[config.mk]
export PLATFORM = sky130hd
export DESIGN_NAME = dtw_sample_tx
export DESIGN_NICKNAME = d
export VERILOG_FILES = /design/src/rtl/dtw_sample_tx.sv
export SDC_FILE = /design/constraint.sdc
export NUM_CORES = 1
export LEC_CHECK = 0
export ABC_AREA = 1
export CAP_MARGIN = 20
export CORE_AREA = 4 4 304 306
export CTS_CLUSTER_DIAMETER = 150
export CTS_CLUSTER_SIZE = 10
export DETAILED_ROUTE_END_ITERATION = 16
export DIE_AREA = 0 0 308 310
export SKIP_CTS_REPAIR_TIMING = 1
export SYNTH_ARGS = -nofsm -noshare
export SYNTH_HDL_FRONTEND = slang
export SYNTH_SLANG_ARGS = --single-unit
[constraint.sdc]
create_clock -name clk -period 4.95 [get_ports clk]
set_clock_uncertainty 0.15 [all_clocks]
set_input_delay 0.99 -clock clk [delete_from_list [all_inputs] [get_ports clk]]
set_output_delay 0.99 -clock clk [all_outputs]
set_load 0.01 [all_outputs]
[src/rtl/dtw_sample_tx.sv]
// Host-side sample transmitter for the DTW core: buffers 30-bit feature vectors
// in a FIFO and emits one framed SEQ_LEN-word sequence per start command.
//
// state | meaning
// IDLE  | waiting for start; flush honoured here
// SEND  | presenting FIFO head with o_valid=1, popping on each accepted word
// DONE  | one-cycle o_seq_done pulse, then back to IDLE
module dtw_sample_tx #(
  parameter int DEPTH   = 32,
  parameter int AW      = 5,
  parameter int SEQ_LEN = 32
) (
  input  logic          clk,
  input  logic          nrst,
  input  logic          i_wr_en,
  input  logic [29:0]   i_wr_data,
  output logic          o_full,
  output logic [AW:0]   o_count,
  output logic          o_overflow,
  input  logic          i_flush,
  input  logic          i_start,
  output logic          o_start_err,
  output logic          o_busy,
  output logic [31:0]   o_Sin,
  output logic          o_valid,
  input  logic          i_ready,
  output logic          o_seq_done
);

  typedef enum logic [1:0] {IDLE, SEND, DONE} state_t;

  localparam int          SEQ_LAST_I = SEQ_LEN - 1;
  localparam logic [AW:0] DEPTH_W    = DEPTH[AW:0];
  localparam logic [AW:0] SEQ_LEN_W  = SEQ_LEN[AW:0];
  localparam logic [AW:0] SEQ_LAST_W = SEQ_LAST_I[AW:0];
  localparam logic [AW:0] CNT_ONE    = {{AW{1'b0}}, 1'b1};
  localparam logic [AW-1:0] PTR_ONE  = {{(AW-1){1'b0}}, 1'b1};

  state_t          state, state_nxt;
  logic [29:0]     mem [DEPTH];
  logic [AW-1:0]   rd_ptr, wr_ptr;
  logic [AW:0]     count;
  logic [AW:0]     word_cnt, word_cnt_nxt;
  logic            start_err_nxt;
  logic            flush, push, pop, last;

  assign o_full     = (count == DEPTH_W);
  assign o_count    = count;
  assign o_busy     = (state != IDLE);
  assign o_valid    = (state == SEND);
  assign o_seq_done = (state == DONE);
  assign last       = (word_cnt == SEQ_LAST_W);
  assign o_Sin      = {o_valid && (word_cnt == '0), o_valid && last, mem[rd_ptr]};

  assign flush = i_flush && (state == IDLE);
  assign pop   = o_valid && i_ready;
  assign push  = i_wr_en && !o_full && !flush;

  always_comb begin
    state_nxt     = state;
    word_cnt_nxt  = word_cnt;
    start_err_nxt = 1'b0;
    case (state)
      IDLE: begin
        // A coincident flush empties the FIFO, so it also refuses the start.
        if (i_start) begin
          if (count >= SEQ_LEN_W && !i_flush) begin
            state_nxt    = SEND;
            word_cnt_nxt = '0;
          end else begin
            start_err_nxt = 1'b1;
          end
        end
      end
      SEND: begin
        if (pop) begin
          word_cnt_nxt = word_cnt + CNT_ONE;
          if (last) state_nxt = DONE;
        end
      end
      DONE:    state_nxt = IDLE;
      default: state_nxt = IDLE;
    endcase
  end

  always_ff @(posedge clk) begin
    if (!nrst) begin
      state       <= IDLE;
      word_cnt    <= '0;
      rd_ptr      <= '0;
      wr_ptr      <= '0;
      count       <= '0;
      o_overflow  <= 1'b0;
      o_start_err <= 1'b0;
    end else begin
      state       <= state_nxt;
      word_cnt    <= word_cnt_nxt;
      o_start_err <= start_err_nxt;
      // A write discarded by a flush is not an overflow.
      o_overflow  <= i_wr_en && o_full && !flush;
      if (flush) begin
        rd_ptr <= '0;
        wr_ptr <= '0;
        count  <= '0;
      end else begin
        if (push) wr_ptr <= wr_ptr + PTR_ONE;
        if (pop)  rd_ptr <= rd_ptr + PTR_ONE;
        case ({push, pop})
          2'b10:   count <= count + CNT_ONE;
          2'b01:   count <= count - CNT_ONE;
          default: count <= count;
        endcase
      end
    end
  end

  always_ff @(posedge clk) begin
    if (push) mem[wr_ptr] <= i_wr_data;
  end

endmodule

==> flow_summary.ini, run 1 <==
[worst_setup_path]
startpoint_type = flop
r2r_slack_ns = 1.96
crit_top_cell = a21oi_1
worstPathMaxFanout = 41
cp.required_ns = 3.81
arrival_ns = 3.54
crit_chain = inv_6, buf_12, nand3_1, a21oi_1, nor2_1, a21oi_1, clkdlybuf4s50_1
cp_slowest_cell = clkdlybuf4s50_1
critPathKind = reg2out
slowest_delay_ns = 0.68
end_kind = primary output

[global_route]
grtUsageTotal = 0.228
met2_usage = 0.367
grt_pass1_wl_mm = 163
grt_overflow = 0
antenna_found_initial = 3
met3_usage = 0.0391
grt_busiest_layer = met2
use_met1 = 0.320
grt_pass1_vias = 25100
grt_max_degree = 121

[sta]
rsz0062_at_grt = no
setup_tns_ns = 0
slew-limit-headroom = 0.227
hold_viol_final = 0
fin_crit_ns = 4.68
worst_pin_slew_ns = 1.16
max_freq_ghz = 0.214
fin_crit_sh = 0.945
setup_viol = 0
worst_slack_ns = 0.271
drv_slew = 0

[logic_synthesis]
ys_warn_count = 0
ys_seq_elements = 991
yosysTopAreaCell = edfxtp_1
postSynthCellCount = 3404
ys_types = 30
syn_area_per_cell_um2 = 11.8
netlist_area_mm2 = 0.0401
synthesis.nets = 3450
synth_top_area_frac = 0.719
yosys-top-cells-area = edfxtp_1 (72%), nand2_1 (11%), nand3_1 (7.8%)
synth.yosys.seq_area_share = 0.735

[power_and_ir_drop]
vdd_drop_max_mv = 0.233
leakagePower_uw = 0.0161
p_per_area_mw_per_mm2 = 363

[drt]
vias = 26100
wirelength_mm = 109
route.detailed.drc = 0
antenna_left = 0
drtIter0Drc = 2870
wire_per_inst_um = 23.3
viasPerCell = 5.57
first_pass_iters = 6

[cts]
cts_tree = built
cts.path.max_buffers = 3
clock_latency_ns = 0.68
cts_buffers = 109
clkTransAtPathRegs_ns = 0.05
cts_root_buffer = clkbuf_16
clock_sinks = 991
cts_max_level = 3

[floorplanning]
start_util = 0.447
placement_rows = 110
fp.dieH_um = 310
dieWidth_um = 308
io_pins = 80
die_area_mm2 = 0.0955
core_mm2 = 0.0896

[place]
pre_cts_slack_ns = 1.04
place_hpwl_mm = 55.4
port_buffers = 79
gp_congestion = 0.781

[outcome]
outcome = finished clean

[final_layout]
areaGrowthSynthToFinish_pct = 14.4
fillers = 7592
drive_gt1_frac = 0.0748
fin_nets = 3532

[job]
max_cap_violations = 0

[worst_hold_path]
worstHoldPathType = reg2reg
## layout make-up
type	instances	area, µm²	share of cell area
inverters	54	223	0.00486
multi-input cells	2150	9610	0.210
diodes	1	2.50	0.0000546
clock buffers	124	2850	0.0621
repair buffers	180	2160	0.0471
clock inverters	5	51.3	0.00112
flip-flops and latches	991	29500	0.643
well taps	1176	1470	0.0321
## where the power goes
group          total [µW]  internal (µW)  switching [µW]
Sequential           9240           9230            10.4
Clock                6990           3980            3000
Combinational         415            140             275
## layout by cell type (no fill, tap or decap), types with 48 or more instances in the layout
| master | instances |
|---|---|
| buf_4 | 55 |
| a21oi_1 | 199 |
| nand3_1 | 622 |
| nor2_1 | 57 |
| clkbuf_16 | 114 |
| inv_1 | 48 |
| clkdlybuf4s50_1 | 79 |
| nand2_1 | 1174 |
| edfxtp_1 | 960 |
## critical path, delay by kind of cell (launching register included)
kind	cells	cell delay [ns]
flops	1	0.54
compound gates	2	0.69
buf+inv	3	1.39
simple gates	2	0.18
## kinds of logic (layout without fill, tap and decap cells)
kind of cell | count (synthesis) | count (layout) | synth area share
and+or+nand+nor | 1897 | 1897 | 0.198
DFF | 991 | 991 | 0.735
buffers and inverters | 263 | 363 | 0.0312
AOI/OAI and AO/OA | 237 | 237 | 0.0316
adders and majority gates | 10 | 10 | 0.00312
xor gates and xnor gates | 6 | 6 | 0.00131
other | 0 | 1 | 0
## flip-flops by register name, summed over array words and instances, names as in the netlist, named ones only
register,count
wr_ptr,5
mem,960
o_start_err,1
rd_ptr,5
o_overflow,1
word_cnt,6
o_count,6
state,2
## cells in the mapped netlist (all sizes together)
cell       n
clkinv     1
or2        1
o211ai     1
nand3b     1
a21o       1
nand3    623
o31ai     30
edfxtp   960
nand2   1174
ha        10
nand4      3
nor2      87
clkbuf    51
nor4       2
inv       53
buf      158
nor3       5
a21oi    199
xor2       4
nor3b      1
dfxtp     31
o21ai      6
xnor2      2
## per-layer routing
metal	wire length (µm)	part of all wire
met1	46300	0.42
met2	51100	0.47
met3	8400	0.077
met4	3180	0.029
met5	13	0.00012
## path summary, 6_finish.rpt
check,from,to,cells after the start
setup / recovery,flop,o_Sin[16],7
hold / removal,rd_ptr[3],flop,2
setup reg to reg,o_count[2],mem[24][23],7
hold reg to reg,rd_ptr[3],flop,2
## through the flow
stage	hold slack [ns]	instance area, µm²	instances	total power (µW)	utilization
after detailed placement	0.317	42700	4539	9800	0.476
final	0.325	45800	4681	16600	0.511
after global placement	0.310	42600	4535	9790	0.475
after CTS	0.328	45600	4668	16700	0.509
after global routing	0.355	45800	4680	17100	0.511
after floorplan	0.297	40100	3404	9550	-
Note: power is estimated with default switching activity, not from simulation.
==> inputs of run 2 (changes only) <==
clock period = 5.7 ns   (was 4.95 ns; I/O delays follow)
==> run 2 against run 1 <==
Net effect: worst hold slack better by 0.0062 ns; die area unchanged; via count up 0.67%; routed wire length down 1.0%; utilization down 0.59 points; sequential power down 13%; register-to-register slack better by 0.26 ns; combinational power down 13%; global-route usage down 0.48 points; first-iteration DRC count down 4.2%; critical path type unchanged; largest power group unchanged.
==> flow_summary.ini, run 2 (same netlist as run 1, synthesis figures left out) <==
[outcome]
outcome = finished clean

[floorplanning]
placement_rows = 110
io_pins = 80
dieWidth_um = 308
core_mm2 = 0.0896
fp.dieH_um = 310
start_util = 0.447
die_area_mm2 = 0.0955

[drt]
first_pass_iters = 6
wire_per_inst_um = 23.1
antenna_left = 0
viasPerCell = 5.62
drtIter0Drc = 2749
route.detailed.drc = 0
wirelength_mm = 108
vias = 26300

[cts]
cts_buffers = 109
clkTransAtPathRegs_ns = 0.06
clock_sinks = 991
cts.path.max_buffers = 3
cts_max_level = 3
cts_tree = built
clock_latency_ns = 0.66
cts_root_buffer = clkbuf_16

[worst_hold_path]
worstHoldPathType = reg2reg
min_to = word_cnt[0]
hp-start = word_cnt[0]
holdPathStages = 1

[worst_setup_path]
slowest_delay_ns = 0.85
startpoint_type = flop
critPathKind = reg2out
end_kind = primary output
crit_chain = buf_4, nand2_1, nand3_1, nand3_1, nand2_1, nand2_1, nand2_1, nor2_1, a21oi_1, clkdlybuf4s50_1
cp.required_ns = 4.41
rr_startpoint = o_count[2]
path_depth = 10
cp_slowest_cell = buf_4
r2r_cells = 7
crit_buf_inv = 2
worstPathMaxFanout = 88
r2r_slack_ns = 2.22
regToRegEndpoint = mem[1][21]
crit_top_cell = nand2_1
arrival_ns = 3.84
cpLargestDelayFamily = buffers and inverters

[sta]
hold_viol_final = 0
setup_viol = 0
fin_crit_sh = 0.900
rsz0062_at_grt = no
setup_tns_ns = 0
slew-limit-headroom = 0.238
holdWs_ns = 0.331
worst_pin_slew_ns = 1.14
max_freq_ghz = 0.195
fin_crit_ns = 5.13
drv_slew = 0

[job]
max_cap_violations = 0

[final_layout]
drive_gt1_frac = 0.0735
largest-register = mem
seqCellArea_mm2 = 0.0295
num_antenna_cells = 0
design_area_mm2 = 0.0453
final_common_cell = nand2_1
areaGrowthSynthToFinish_pct = 13.0
largest_reg_flops = 960
utilization = 0.506
layout_common_cells = nand2_1 (1174), edfxtp_1 (960), nand3_1 (622)
fin_nets = 3516
fillers = 7646
multi_input_area_mm2 = 0.00961

[global_route]
grtUsageTotal = 0.223
antenna_found_initial = 2
grt_overflow = 0
grt_pass1_vias = 24800
grt_pass1_wl_mm = 161
grt_max_degree = 137

[power_and_ir_drop]
leakagePower_uw = 0.0159
vdd_drop_max_mv = 0.218
p_per_area_mw_per_mm2 = 319

[place]
port_buffers = 79
placed_area_mm2 = 0.0423
place_hpwl_mm = 58.8
gp_congestion = 0.799
[run 2: cell count changes in the layout (fill, tap and decap cells not counted)]
cell             change
buf_12              -15
buf_16               -6
buf_2               +10
buf_4               +12
buf_6                -1
buf_8                -5
clkbuf_1            +11
clkbuf_16            -2
clkbuf_2             +2
clkdlybuf4s50_1     -12
clkinv_8             -1
diode_2              -1
inv_16               +1
[run 2: cell type report]
type | instances | area share
Sequential cell | 991 | 0.650
Multi-Input combinational cell | 2150 | 0.212
Clock buffer | 134 | 0.0632
Timing Repair Buffer | 164 | 0.0356
Tap cell | 1176 | 0.0325
Inverter | 54 | 0.00492
Clock inverter | 5 | 0.00122
[run 2: metal layers]
metal | wire, µm | track usage | share of wire | vias up
li1 | - | - | - | 12000
met1 | 47700 | 0.332 | 0.44 | 13000
met2 | 48800 | 0.344 | 0.45 | 1060
met3 | 8590 | 0.0323 | 0.080 | 151
met4 | 2760 | 0.0679 | 0.026 | 2
met5 | 12 | 0 | 0.00011 | -
[run 2: worst max-delay path by stage]
| stage | to | slack, ns |
|---|---|---|
| after floorplan | mem[3][0] | 1.60 |
| after CTS | o_Sin[14] | 0.60 |
| after global routing | o_Sin[14] | 0.40 |
| final | o_Sin[14] | 0.57 |
| after detailed placement | mem[22][21] | 1.25 |
| after global placement | o_Sin[14] | 1.27 |
[run 2: per-stage QoR]
stage                     total power (µW)  setup slack [ns]  cells
final                                14500             0.570   4674
after global routing                 14900             0.400   4674
after CTS                            14600             0.595   4669
after detailed placement              8530              1.25   4530
after global placement                8520              1.27   4525
after floorplan                       8290              1.60   3404
[run 2: where the power goes]
part | internal [µW] | switching [µW]
registers | 8010 | 9.27
logic | 100 | 261
clock network | 3460 | 2630
